$ cat config.mk
export PLATFORM = sky130hd
export DESIGN_NAME = ps2_key_ctrl
export DESIGN_NICKNAME = d
export VERILOG_FILES = /design/src/rtl/ps2_pkg.sv /design/src/rtl/ps2_byte_fetch.sv /design/src/rtl/ps2_key_ctrl.sv
export SDC_FILE = /design/constraint.sdc
export NUM_CORES = 1
export LEC_CHECK = 0
export CAP_MARGIN = 20
export CORE_MARGIN = 2
export CORE_UTILIZATION = 42
export CTS_CLUSTER_DIAMETER = 80
export DETAILED_ROUTE_END_ITERATION = 8
export PLACE_DENSITY = 0.79
export SETUP_SLACK_MARGIN = 0.15
export SLEW_MARGIN = 20
export SYNTH_ARGS = -nofsm -noshare
export SYNTH_HDL_FRONTEND = slang
export SYNTH_SLANG_ARGS = --single-unit
$ cat constraint.sdc
create_clock -name clk -period 6 [get_ports clk]
set_input_delay 0.6 -clock clk [delete_from_list [all_inputs] [get_ports clk]]
set_output_delay 0.6 -clock clk [all_outputs]
set_load 0.01 [all_outputs]
$ cat src/rtl/ps2_pkg.sv
// Shared scan-code constants, FSM state types and the drop-list helper for the
// PS/2 keyboard event controller.
package ps2_pkg;

    localparam logic [7:0] SC_EXT    = 8'hE0;
    localparam logic [7:0] SC_BRK    = 8'hF0;
    localparam logic [7:0] SC_PAUSE  = 8'hE1;

    // Keyboard status / protocol bytes that never form part of a key event
    localparam logic [7:0] SC_BAT_OK = 8'hAA;
    localparam logic [7:0] SC_ACK    = 8'hFA;
    localparam logic [7:0] SC_ECHO   = 8'hEE;
    localparam logic [7:0] SC_ERR_LO = 8'h00;
    localparam logic [7:0] SC_ERR_HI = 8'hFF;

    typedef enum logic [1:0] {
        F_IDLE,
        F_ACK,
        F_GAP
    } fetch_state_t;

    typedef enum logic [1:0] {
        P_BASE,
        P_EXT,
        P_BRK,
        P_EXTBRK
    } parse_state_t;

    // True for bytes silently discarded when no prefix is pending
    function automatic logic is_drop(input logic [7:0] b);
        return (b == SC_PAUSE)  || (b == SC_BAT_OK) || (b == SC_ACK) ||
               (b == SC_ECHO)   || (b == SC_ERR_LO) || (b == SC_ERR_HI);
    endfunction

endpackage

$ cat src/rtl/ps2_byte_fetch.sv
// Pops one byte at a time from the PS/2 receiver FIFO. A byte is handed to the
// parser on the edge it is accepted; the pop strobe follows for one cycle and a
// gap cycle lets the receiver's ready flag settle before the next fetch.
module ps2_byte_fetch
    import ps2_pkg::*;
(
    input  logic       clk,
    input  logic       clrn,
    input  logic       ready,
    input  logic [7:0] data,
    output logic       nextdata_n,
    output logic       byte_vld,
    output logic [7:0] byte_data
);

    fetch_state_t state;

    // Byte is consumed by the parser on the same edge the fetch FSM leaves F_IDLE
    assign byte_vld  = (state == F_IDLE) && ready;
    assign byte_data = data;

    // Fetch FSM with registered pop strobe
    always_ff @(posedge clk) begin
        if (!clrn) begin
            state      <= F_IDLE;
            nextdata_n <= 1'b1;
        end else begin
            case (state)
                F_IDLE: begin
                    if (ready) begin
                        state      <= F_ACK;
                        nextdata_n <= 1'b0;
                    end
                end
                F_ACK: begin
                    state      <= F_GAP;
                    nextdata_n <= 1'b1;
                end
                F_GAP: begin
                    state <= F_IDLE;
                end
                default: begin
                    state      <= F_IDLE;
                    nextdata_n <= 1'b1;
                end
            endcase
        end
    end

endmodule

$ cat src/rtl/ps2_key_ctrl.sv
// Keyboard event controller: parses make/break/extended scan-code sequences into
// single key events, tracks the held key, filters typematic repeats out of the
// press count and latches receiver overflow.
module ps2_key_ctrl #(
    parameter int unsigned COUNT_W = 8
) (
    input  logic               clk,
    input  logic               clrn,
    input  logic               ready,
    input  logic [7:0]         data,
    input  logic               overflow,
    output logic               nextdata_n,
    output logic               key_valid,
    output logic [7:0]         key_code,
    output logic               key_ext,
    output logic               key_break,
    output logic               key_repeat,
    output logic               held,
    output logic [7:0]         held_code,
    output logic               held_ext,
    output logic [COUNT_W-1:0] press_count,
    output logic               ovf_err
);
    import ps2_pkg::*;

    logic         byte_vld;
    logic [7:0]   byte_data;
    parse_state_t pstate;
    parse_state_t pstate_nxt;
    logic         ev_fire;
    logic         ev_brk;
    logic         ev_ext;
    logic         ev_match;

    ps2_byte_fetch u_fetch (
        .clk       (clk),
        .clrn      (clrn),
        .ready     (ready),
        .data      (data),
        .nextdata_n(nextdata_n),
        .byte_vld  (byte_vld),
        .byte_data (byte_data)
    );

    // Event pair compared against the held key as (code, ext)
    assign ev_match = (byte_data == held_code) && (ev_ext == held_ext);

    // Decode the incoming byte into a prefix transition or a key event
    always_comb begin
        pstate_nxt = pstate;
        ev_fire    = 1'b0;
        ev_brk     = 1'b0;
        ev_ext     = 1'b0;
        if (byte_vld) begin
            unique case (pstate)
                P_BASE: begin
                    if (byte_data == SC_EXT) begin
                        pstate_nxt = P_EXT;
                    end else if (byte_data == SC_BRK) begin
                        pstate_nxt = P_BRK;
                    end else if (!is_drop(byte_data)) begin
                        ev_fire = 1'b1;
                    end
                end
                P_EXT: begin
                    if (byte_data == SC_BRK) begin
                        pstate_nxt = P_EXTBRK;
                    end else if (byte_data != SC_EXT) begin
                        ev_fire    = 1'b1;
                        ev_ext     = 1'b1;
                        pstate_nxt = P_BASE;
                    end
                end
                P_BRK: begin
                    ev_fire    = 1'b1;
                    ev_brk     = 1'b1;
                    pstate_nxt = P_BASE;
                end
                P_EXTBRK: begin
                    ev_fire    = 1'b1;
                    ev_brk     = 1'b1;
                    ev_ext     = 1'b1;
                    pstate_nxt = P_BASE;
                end
            endcase
        end
    end

    // Parse state, event outputs, held-key tracking and sticky overflow
    always_ff @(posedge clk) begin
        if (!clrn) begin
            pstate      <= P_BASE;
            key_valid   <= 1'b0;
            key_code    <= 8'h00;
            key_ext     <= 1'b0;
            key_break   <= 1'b0;
            key_repeat  <= 1'b0;
            held        <= 1'b0;
            held_code   <= 8'h00;
            held_ext    <= 1'b0;
            press_count <= '0;
            ovf_err     <= 1'b0;
        end else begin
            pstate    <= pstate_nxt;
            key_valid <= ev_fire;
            if (overflow) begin
                ovf_err <= 1'b1;
            end
            if (ev_fire) begin
                key_code   <= byte_data;
                key_ext    <= ev_ext;
                key_break  <= ev_brk;
                key_repeat <= !ev_brk && held && ev_match;
                if (!ev_brk) begin
                    // Single-key rollover: any make that is not a repeat becomes the held key
                    if (!(held && ev_match)) begin
                        press_count <= press_count + COUNT_W'(1);
                        held        <= 1'b1;
                        held_code   <= byte_data;
                        held_ext    <= ev_ext;
                    end
                end else if (ev_match) begin
                    held <= 1'b0;
                end
            end
        end
    end

endmodule

==> metrics.cfg, run 1 <==
[route]
vias=1455
drt-total-wl_mm=3.68
drc=0
antenna_left=0
drt-initial-drc-count=85
wl_per_cell_um=13.4
viasPerCell=5.31
dr.pass1.iters=4

[cts]
cts_inserted_buffers=5
cts_tree=done
post-cts-setup-buffers=0
clk_pin_slew_ps=70
postCtsHoldBufs=0
cts_resized=0
numClockSinks=36
clk_latency_ps=280
ctsRootBufferMaster=clkbuf_8
cts_buffer_depth=2
h-tree-depth=2

[placed_design]
placed_cell_area_um2=2050
io_buffers=43
pre_cts_ws_ps=2520
hpwl_mm=2.60
gp_congestion=0.844
dp_cells=266

[setup_path]
critPathCaptureType=flop
critPathArrivalTime_ps=3320
start_kind=input pin
required_ps=6140
setup.worst_path.class=in2reg
critPathMaxFanout=13

[logic_synthesis]
synth_nets=202
synth_fa_ha_area_share_pct=0.753
synthSimpleGateAreaFrac_pct=24.0
synthArstFlopShare_pct=0
synth_area_leaders=dfxtp_1 43%, mux2i_1 4.8%, nand3_1 4.8%
synth_compound_area_share_pct=14.3
syn_inst=189
synth_edf_count=0
synth_xor_area_share_pct=5.80
synth_top_area_share_pct=43.4
ys_warn_count=0
synth_flop_cell=dfxtp_1
synth_area_um2=1660
yosysSeqAreaShare_pct=43.4
synth_top_area_cell=dfxtp_1
synth_cell_types=37
synth_area_per_cell_um2=8.79
synth_top_family_by_area=simple AND/OR/NAND/NOR gates
synth-seq-cells=36
synthMuxAreaShare_pct=4.82

[sta]
setup_tns_ps=0
fin_ws_ps=2820
clock_skew_ps=2.82
maxSlewViolCount=0
fin_crit_ps=3180
final-setup-viol-count=0
fmax_mhz=314
fin_crit_sh_pct=53.0
max_slew_margin_pct=43.3
hold_viol_final=0
holdWs_ps=461
rsz0062_at_grt=false
tightest_slew_ps=848

[power]
p_total_mw=0.520
ir_drop_mv=0.137
p_leak_nw=0.785
power_density_nw_per_um2=243

[global_route]
grt_pass1_vias=1256
grt_pass1_wl_mm=5.85
track_usage_pct=17.5
antenna_found_initial=0
grt_max_degree=34
gr-total-overflow=0

[floorplanning]
num_rows=22
die_w_um=66.9
dieArea_um2=4480
io_pins=44
die_h_um=66.9
start_util_pct=44.4
coreArea_um2=3740

[cells_and_area]
drive_gt1_share_pct=5.31
areaGrowthSynthToFinish_pct=28.9
nNetsFinal=238
instances_no_fill=274
antenna_cells=0
multi_input_area_um2=826
num-fill-cells=356
final_area_um2=2140
utilization_pct=57.2
regArea_um2=721

[outcome]
status=finished clean

[hold_path]
min_path_type=reg2reg

[job]
maxCapViolCount=0

## metal layers
layer	up-vias	global-route usage, %	share of wire, %
met5	-	0	0
met3	4	3.72	4.9
met1	683	22.8	47
met2	32	27.8	47
li1	736	-	-
met4	0	7.65	1.4
## registers in the layout, summed over array words and instances, names as in the netlist
signal / flops
held: 1
held_code: 8
held_ext: 1
key_break: 1
key_code: 8
key_ext: 1
key_repeat: 1
key_valid: 1
ovf_err: 1
press_count: 8
pstate: 2
u_fetch.nextdata_n: 1
u_fetch.state: 2
## Yosys cell counts, types with 5 or more instances
master / number
o21ai_1: 9
nand3_1: 16
o21ai_0: 7
mux2i_1: 8
dfxtp_1: 36
clkbuf_1: 5
nand2_1: 17
or3_1: 7
a21oi_1: 10
nand4_1: 6
xnor2_1: 8
nor2_1: 19
## area by class of cell
cell class	instances	area share, %
sequential	36	33.6
tap	48	2.80
inverter	4	0.701
clock buffer	8	4.21
multi-input combinational	135	38.6
timing repair buffer	43	20.1
## power breakdown
group / total [mW] / internal [mW] / leakage, nW / switching (mW)
registers: 0.261 / 0.251 / 0.295 / 0.0100
logic: 0.0851 / 0.0426 / 0.445 / 0.0425
clock network: 0.173 / 0.0936 / 0.0455 / 0.0798
## path summary, 6_finish.rpt
kind	start	end	slack (ps)	depth (start not counted)
setup / recovery	data[1]	key_code[3]	2820	7
hold / removal	key_break	key_break	460	2
setup reg to reg	u_fetch.state[0]	press_count[4]	3610	6
hold reg to reg	key_break	key_break	460	2
## kinds of logic (layout without fill, tap and decap cells)
kind of cell,Yosys count,count (layout)
flops,36,36
buf+inv,18,55
fa+ha+maj,1,1
compound gates,37,37
mux,8,8
simple gates,78,78
xor+xnor,11,11
## layout by cell type (no fill, tap or decap)
master / count
clkdlybuf4s50_1: 43
dfxtp_1: 36
nor2_1: 19
nand2_1: 17
nand3_1: 16
a21oi_1: 10
o21ai_1: 9
xnor2_1: 8
mux2i_1: 8
o21ai_0: 7
or3_1: 7
nand4_1: 6
clkbuf_8: 6
inv_1: 4
xor2_1: 3
o31ai_1: 3
and2_1: 2
or4_4: 2
nor3_1: 2
o211a_1: 2
clkbuf_1: 2
nor3b_2: 1
o311ai_2: 1
o31a_1: 1
and4b_1: 1
nor4b_1: 1
o21bai_1: 1
a211oi_1: 1
a211o_2: 1
nand2b_1: 1
a2111oi_2: 1
nor4_1: 1
and3_1: 1
nor3b_1: 1
ha_1: 1
## worst max-delay path, cell delays in order
cell and delay [ps]:
clkdlybuf4s50_1 530, or4_4 610, or4_4 440, a2111oi_2 290, or3_1 530, mux2i_1 260
nor2_1 60
(Power assumes the default switching activity.)
==> inputs of run 2 (changes only) <==
Clock period 6 ns to 3.1 ns, I/O delays scaled along.
==> run 2 against run 1 <==
Sequential cell count stayed put. Clock skew hardly changed. Clock power is 94% higher. Cell area is 3.3% higher. Register-to-register slack worse by 2600 ps. Critical path depth stayed put. Wire length is 0.41% higher. Critical path type unchanged.
==> metrics.cfg, run 2 (synthesis results as in run 1) <==
[outcome]
status=finished clean

[power]
pwr-share-comb_pct=17.1  ; +0.7 points
ir_drop_mv=0.313  ; +130%
p_int_mw=0.755  ; +95%
pwr-share-seq_pct=49.8  ; -0.5 points
p_total_mw=1.02  ; +96%
switchingPower_mw=0.262  ; +98%
p_leak_nw=0.833  ; +6.1%
pwr-share-clk_pct=33.1  ; -0.2 points
sw_frac_of_total_pct=25.8  ; +0.36 points
power_density_nw_per_um2=460  ; +89%

[route]
vias=1445  ; -0.69%
antenna_left=0  ; unchanged
wl_met2_mm=1.76  ; +1.5%
drt-met1-wl_mm=1.69  ; -1.1%
highest_layer=met4
wl_met3_um=166  ; -7.3%
drc=0  ; unchanged
dr.pass1.iters=4  ; unchanged
wl_per_cell_um=13.0  ; -2.8%
drt-total-wl_mm=3.69  ; +0.41%
drt-initial-drc-count=102  ; +20%
viasPerCell=5.11  ; -3.8%

[placed_design]
placed_cell_area_um2=2120  ; +3.3%
gp_congestion=0.788  ; -6.6%
dp_cells=275  ; +3.4%
pre_cts_ws_ps=224  ; -2290 ps
io_buffers=43  ; unchanged
hpwl_mm=2.65  ; +1.7%

[cts]
clk_pin_slew_ps=70  ; about the same
ctsRootBufferMaster=clkbuf_8
cts_tree=done
clk_latency_ps=290  ; about the same
numClockSinks=36  ; unchanged
cts_buffer_depth=2  ; unchanged
cts_inserted_buffers=5  ; unchanged
postCtsHoldBufs=0  ; unchanged
cts_resized=0  ; unchanged
post-cts-setup-buffers=0  ; unchanged
h-tree-depth=2  ; unchanged

[floorplanning]
die_h_um=66.9  ; unchanged
dieArea_um2=4480  ; unchanged
start_util_pct=44.4  ; unchanged
die_w_um=66.9  ; unchanged
io_pins=44  ; unchanged
num_rows=22  ; unchanged
coreArea_um2=3740  ; unchanged

[cells_and_area]
final_cell_mix=43 x clkdlybuf4s50_1, 36 x dfxtp_1, 19 x nor2_1
regArea_um2=721  ; unchanged
instances_no_fill=283  ; +3.3%
areaGrowthSynthToFinish_pct=33.1
antenna_cells=0  ; unchanged
layout_commonest_cell=clkdlybuf4s50_1
utilization_pct=59.1  ; +1.9 points
multi_input_area_um2=826  ; unchanged
nNetsFinal=247  ; +3.8%
drive_gt1_share_pct=9.79  ; +4.5 points
num-fill-cells=343  ; -3.7%
final_area_um2=2210  ; +3.3%
reg_top3=held_code (8), key_code (8), press_count (8)

[setup_path]
critPathLaunch=data[1]
start_kind=input pin
critPathArrivalTime_ps=2770  ; -550 ps
slowest_stage=or4_4
required_ps=3310  ; -2830 ps
crit_end=press_count[4]
critPathCaptureType=flop
setup.worst_path.class=in2reg
cp.depth=7  ; unchanged
timing.rr.start=u_fetch.state[0]
ff2ff_path_depth=6  ; unchanged
cpPeakStageDelay_ps=570  ; -40 ps
crit_path_cell_trace=clkdlybuf4s50_1, or4_4, o311ai_2, xor2_1, a211o_2, or3_1, a21oi_1
critPathMaxFanout=20  ; +7
critical_path.top_delay_family=simple AND/OR/NAND/NOR gates
r2r-end=press_count[4]
r2r_slack_ps=1000  ; -2610 ps
cp_num_buf_inv=1  ; unchanged

[global_route]
antenna_found_initial=0  ; unchanged
grt_max_degree=25  ; -26%
gr-total-overflow=0  ; unchanged
grt_pass1_wl_mm=5.86  ; +0.12%
track_usage_pct=18.0  ; +0.48 points
grt_pass1_vias=1266  ; +0.80%

[sta]
final-setup-viol-count=0  ; unchanged
fin_crit_sh_pct=82.5
clock_skew_ps=3.14  ; +0.318 ps
setup_tns_ps=0  ; unchanged
fin_ws_ps=542  ; -2280 ps
fin_crit_ps=2560
hold_viol_final=0  ; unchanged
fmax_mhz=391
maxSlewViolCount=0  ; unchanged
holdWs_ps=455  ; -5.47 ps
max_slew_margin_pct=49.6  ; +6.3 points
rsz0062_at_grt=false
tightest_slew_ps=756  ; -92.3 ps

[hold_path]
min_path_type=reg2reg
min-delay-start=key_break

[job]
maxCapViolCount=0  ; unchanged

run 2: changes by cell type in the layout (fill, tap and decap cells not counted):
cell / delta
buf_4: +9
clkbuf_1: -2
clkinv_2: +2
run 2: routing by layer:
| layer | track usage (%) | up-vias |
|---|---|---|
| met1 | 23.0 | 655 |
| met4 | 11.0 | 0 |
| met5 | 0 | - |
| met2 | 27.5 | 27 |
| met3 | 3.89 | 7 |
| li1 | - | 756 |
run 2: worst register-to-register path: cells and delay by family (launching register included):
| family | cells | cell delay (ps) |
|---|---|---|
| compound gates | 3 | 790 |
| flops | 1 | 340 |
| simple gates | 2 | 710 |
| xor+xnor | 1 | 190 |
run 2: how the worst min path moves through the flow:
| stage | end | slack [ps] | depth (start not counted) |
|---|---|---|---|
| 3_3_place_gp | key_break | 440 | 2 |
| 2_1_floorplan | ovf_err | 430 | 2 |
| 4_1_cts | key_break | 460 | 2 |
| 3_5_place_dp | key_break | 450 | 2 |
| 5_1_grt | key_ext | 480 | 2 |
| 6_report | key_break | 460 | 2 |
run 2: power by group through the flow:
stage	Sequential [mW]	Clock, mW	Combinational (mW)
final	0.506	0.336	0.174
after global placement	0.516	0	0.171
after floorplan	0.524	0	0.0930
after CTS	0.507	0.346	0.176
after detailed placement	0.517	0	0.175
after global routing	0.509	0.363	0.191
run 2: cell type report:
| cell class | count | area share [%] |
|---|---|---|
| Multi-Input combinational cell | 135 | 37.3 |
| Sequential cell | 36 | 32.6 |
| Timing Repair Buffer | 52 | 22.5 |
| Clock buffer | 6 | 3.73 |
| Tap cell | 48 | 2.71 |
| Inverter | 4 | 0.679 |
| Clock inverter | 2 | 0.452 |
==> inputs of run 3 (changes only) <==
Clock period 3.1 ns to 2.4 ns, I/O delays scaled along.
==> run 3 against run 2 <==
Die area is the same. Clock power increased by 120%. Global-route usage is 2.8 points higher. Setup slack lost 380 ps. Sequential power grew 29%. Critical endpoint unchanged.
==> metrics.cfg, run 3 (synthesis results as in run 1) <==
[outcome]
status=finished clean

[cells_and_area]
layout_commonest_cell=clkdlybuf4s50_1
final_area_um2=2550  ; +15%
reg_top3=held_code (8), key_code (8), press_count (8)
drive_gt1_share_pct=19.2  ; +9.4 points
areaGrowthSynthToFinish_pct=53.5
antenna_cells=0  ; unchanged
final_cell_mix=39 x clkdlybuf4s50_1, 36 x dfxtp_1, 23 x buf_4
nNetsFinal=267  ; +8.1%
instances_no_fill=303  ; +7.1%

[placed_design]
pre_cts_ws_ps=-318  ; -542 ps
dp_cells=285  ; +3.6%
placed_cell_area_um2=2230  ; +5.2%
gp_congestion=0.820  ; +4.1%
io_buffers=43  ; unchanged
hpwl_mm=2.90  ; +9.6%

[global_route]
grt_pass1_vias=1509  ; +19%
antenna_found_initial=0  ; unchanged
grt_pass1_wl_mm=7.04  ; +20%
grt_max_degree=24  ; -4.0%
gr-total-overflow=0  ; unchanged
track_usage_pct=20.8  ; +2.8 points

[sta]
setup_tns_ps=0  ; unchanged
tightest_slew_ps=586  ; -169 ps
fmax_mhz=446
max_slew_margin_pct=60.6  ; +11 points
clock_skew_ps=3.44  ; +0.299 ps
hold_viol_final=0  ; unchanged
fin_crit_ps=2240
rsz0062_at_grt=true
fin_ws_ps=160  ; -382 ps
maxSlewViolCount=0  ; unchanged
fin_crit_sh_pct=93.3
final-setup-viol-count=0  ; unchanged

[route]
drc=0  ; unchanged
wl_per_cell_um=14.8  ; +14%
dr.pass1.iters=4  ; unchanged
viasPerCell=5.38  ; +5.3%
drt-initial-drc-count=101  ; -0.98%
antenna_left=0  ; unchanged
vias=1629  ; +13%
drt-total-wl_mm=4.49  ; +22%

[cts]
cts_buffer_depth=2  ; unchanged
ctsRootBufferMaster=clkbuf_8
h-tree-depth=2  ; unchanged
numClockSinks=36  ; unchanged
cts_inserted_buffers=5  ; unchanged
clk_latency_ps=290  ; about the same
clk_pin_slew_ps=70  ; about the same
cts_tree=done
postCtsHoldBufs=0  ; unchanged

[setup_path]
start_kind=input pin
critPathCaptureType=flop
critPathArrivalTime_ps=2460  ; -310 ps
setup.worst_path.class=in2reg
critPathMaxFanout=8  ; -60%
required_ps=2620  ; -690 ps

[hold_path]
min_path_type=in2reg

[floorplanning]
io_pins=44  ; unchanged
coreArea_um2=3740  ; unchanged
dieArea_um2=4480  ; unchanged
die_w_um=66.9  ; unchanged
num_rows=22  ; unchanged
start_util_pct=44.4  ; unchanged
die_h_um=66.9  ; unchanged

[power]
p_total_mw=1.67  ; +65%
power_density_nw_per_um2=656  ; +43%
pwr-share-clk_pct=44.0  ; +11 points
pwr-share-comb_pct=16.9  ; -0.2 points
switchingPower_mw=0.370  ; +41%
pwr-share-seq_pct=39.1  ; -11 points
p_leak_nw=0.988  ; +19%
ir_drop_mv=0.393  ; +26%
p_int_mw=1.30  ; +73%
sw_frac_of_total_pct=22.1  ; -3.7 points

[job]
maxCapViolCount=0  ; unchanged

[run 3: changes by cell type in the layout (fill, tap and decap cells not counted), moves of 2 or more]
cell / previous run / this run
clkinv_2: 2 / 0
bufinv_16: 0 / 3
clkdlybuf4s50_1: 43 / 39
buf_12: 0 / 2
buf_4: 9 / 23
[run 3: worst paths after layout]
kind                         start          endpoint  slack [ps]  cells past startpoint
setup / recovery           data[0]    press_count[4]         160                      8
hold reg to reg   u_fetch.state[1]  u_fetch.state[1]         470                      1
hold / removal             data[3]       key_code[3]         360                      4
setup reg to reg  u_fetch.state[0]    press_count[4]         280                      6
[run 3: worst max-delay path: stages]
cell and delay, ps:
clkdlybuf4s15_2 190, or4_4 520, buf_4 170, o311ai_4 290, xor2_2 160, a211o_2 380, or3_1 360, a21oi_1 150
[run 3: metal layers]
metal	vias up	routed length (um)	track usage, %
met5	-	0	0
met4	0	53	6.63
met3	6	182	4.73
met2	45	2290	34.9
met1	776	1970	26.3
li1	802	-	-
[run 3: through the flow]
step	utilization [%]	hold WS, ps
final	68.1	359
after global placement	59.6	444
after detailed placement	59.6	459
after floorplan	-	356
after global routing	68.1	369
after CTS	66.6	358
[run 3: repair_timing]
| item | in CTS | in global routing |
|---|---|---|
| resized for setup | 17 | 2 |
| pin swaps | 16 | 5 |
| buffers inserted | 4 | 2 |
| gates cloned | 2 | 2 |
| endpoints found under the setup margin | 28 | 25 |
[run 3: final cells by class]
type / instances / area (um2)
inverters: 4 / 15.0
clock buffers: 5 / 68.8
multi-input cells: 137 / 906
flip-flops and latches: 36 / 721
fillers: 297 / 1190
repair buffers: 70 / 691
clock inverters: 3 / 90.1
well taps: 48 / 60.1
[run 3: power groups by stage]
stage / sequential (mW) / combinational, mW / clock (mW)
2_1_floorplan: 0.677 / 0.123 / 0
3_3_place_gp: 0.666 / 0.244 / 0
3_5_place_dp: 0.667 / 0.249 / 0
4_1_cts: 0.654 / 0.270 / 0.745
5_1_grt: 0.658 / 0.307 / 0.772
6_report: 0.655 / 0.283 / 0.736
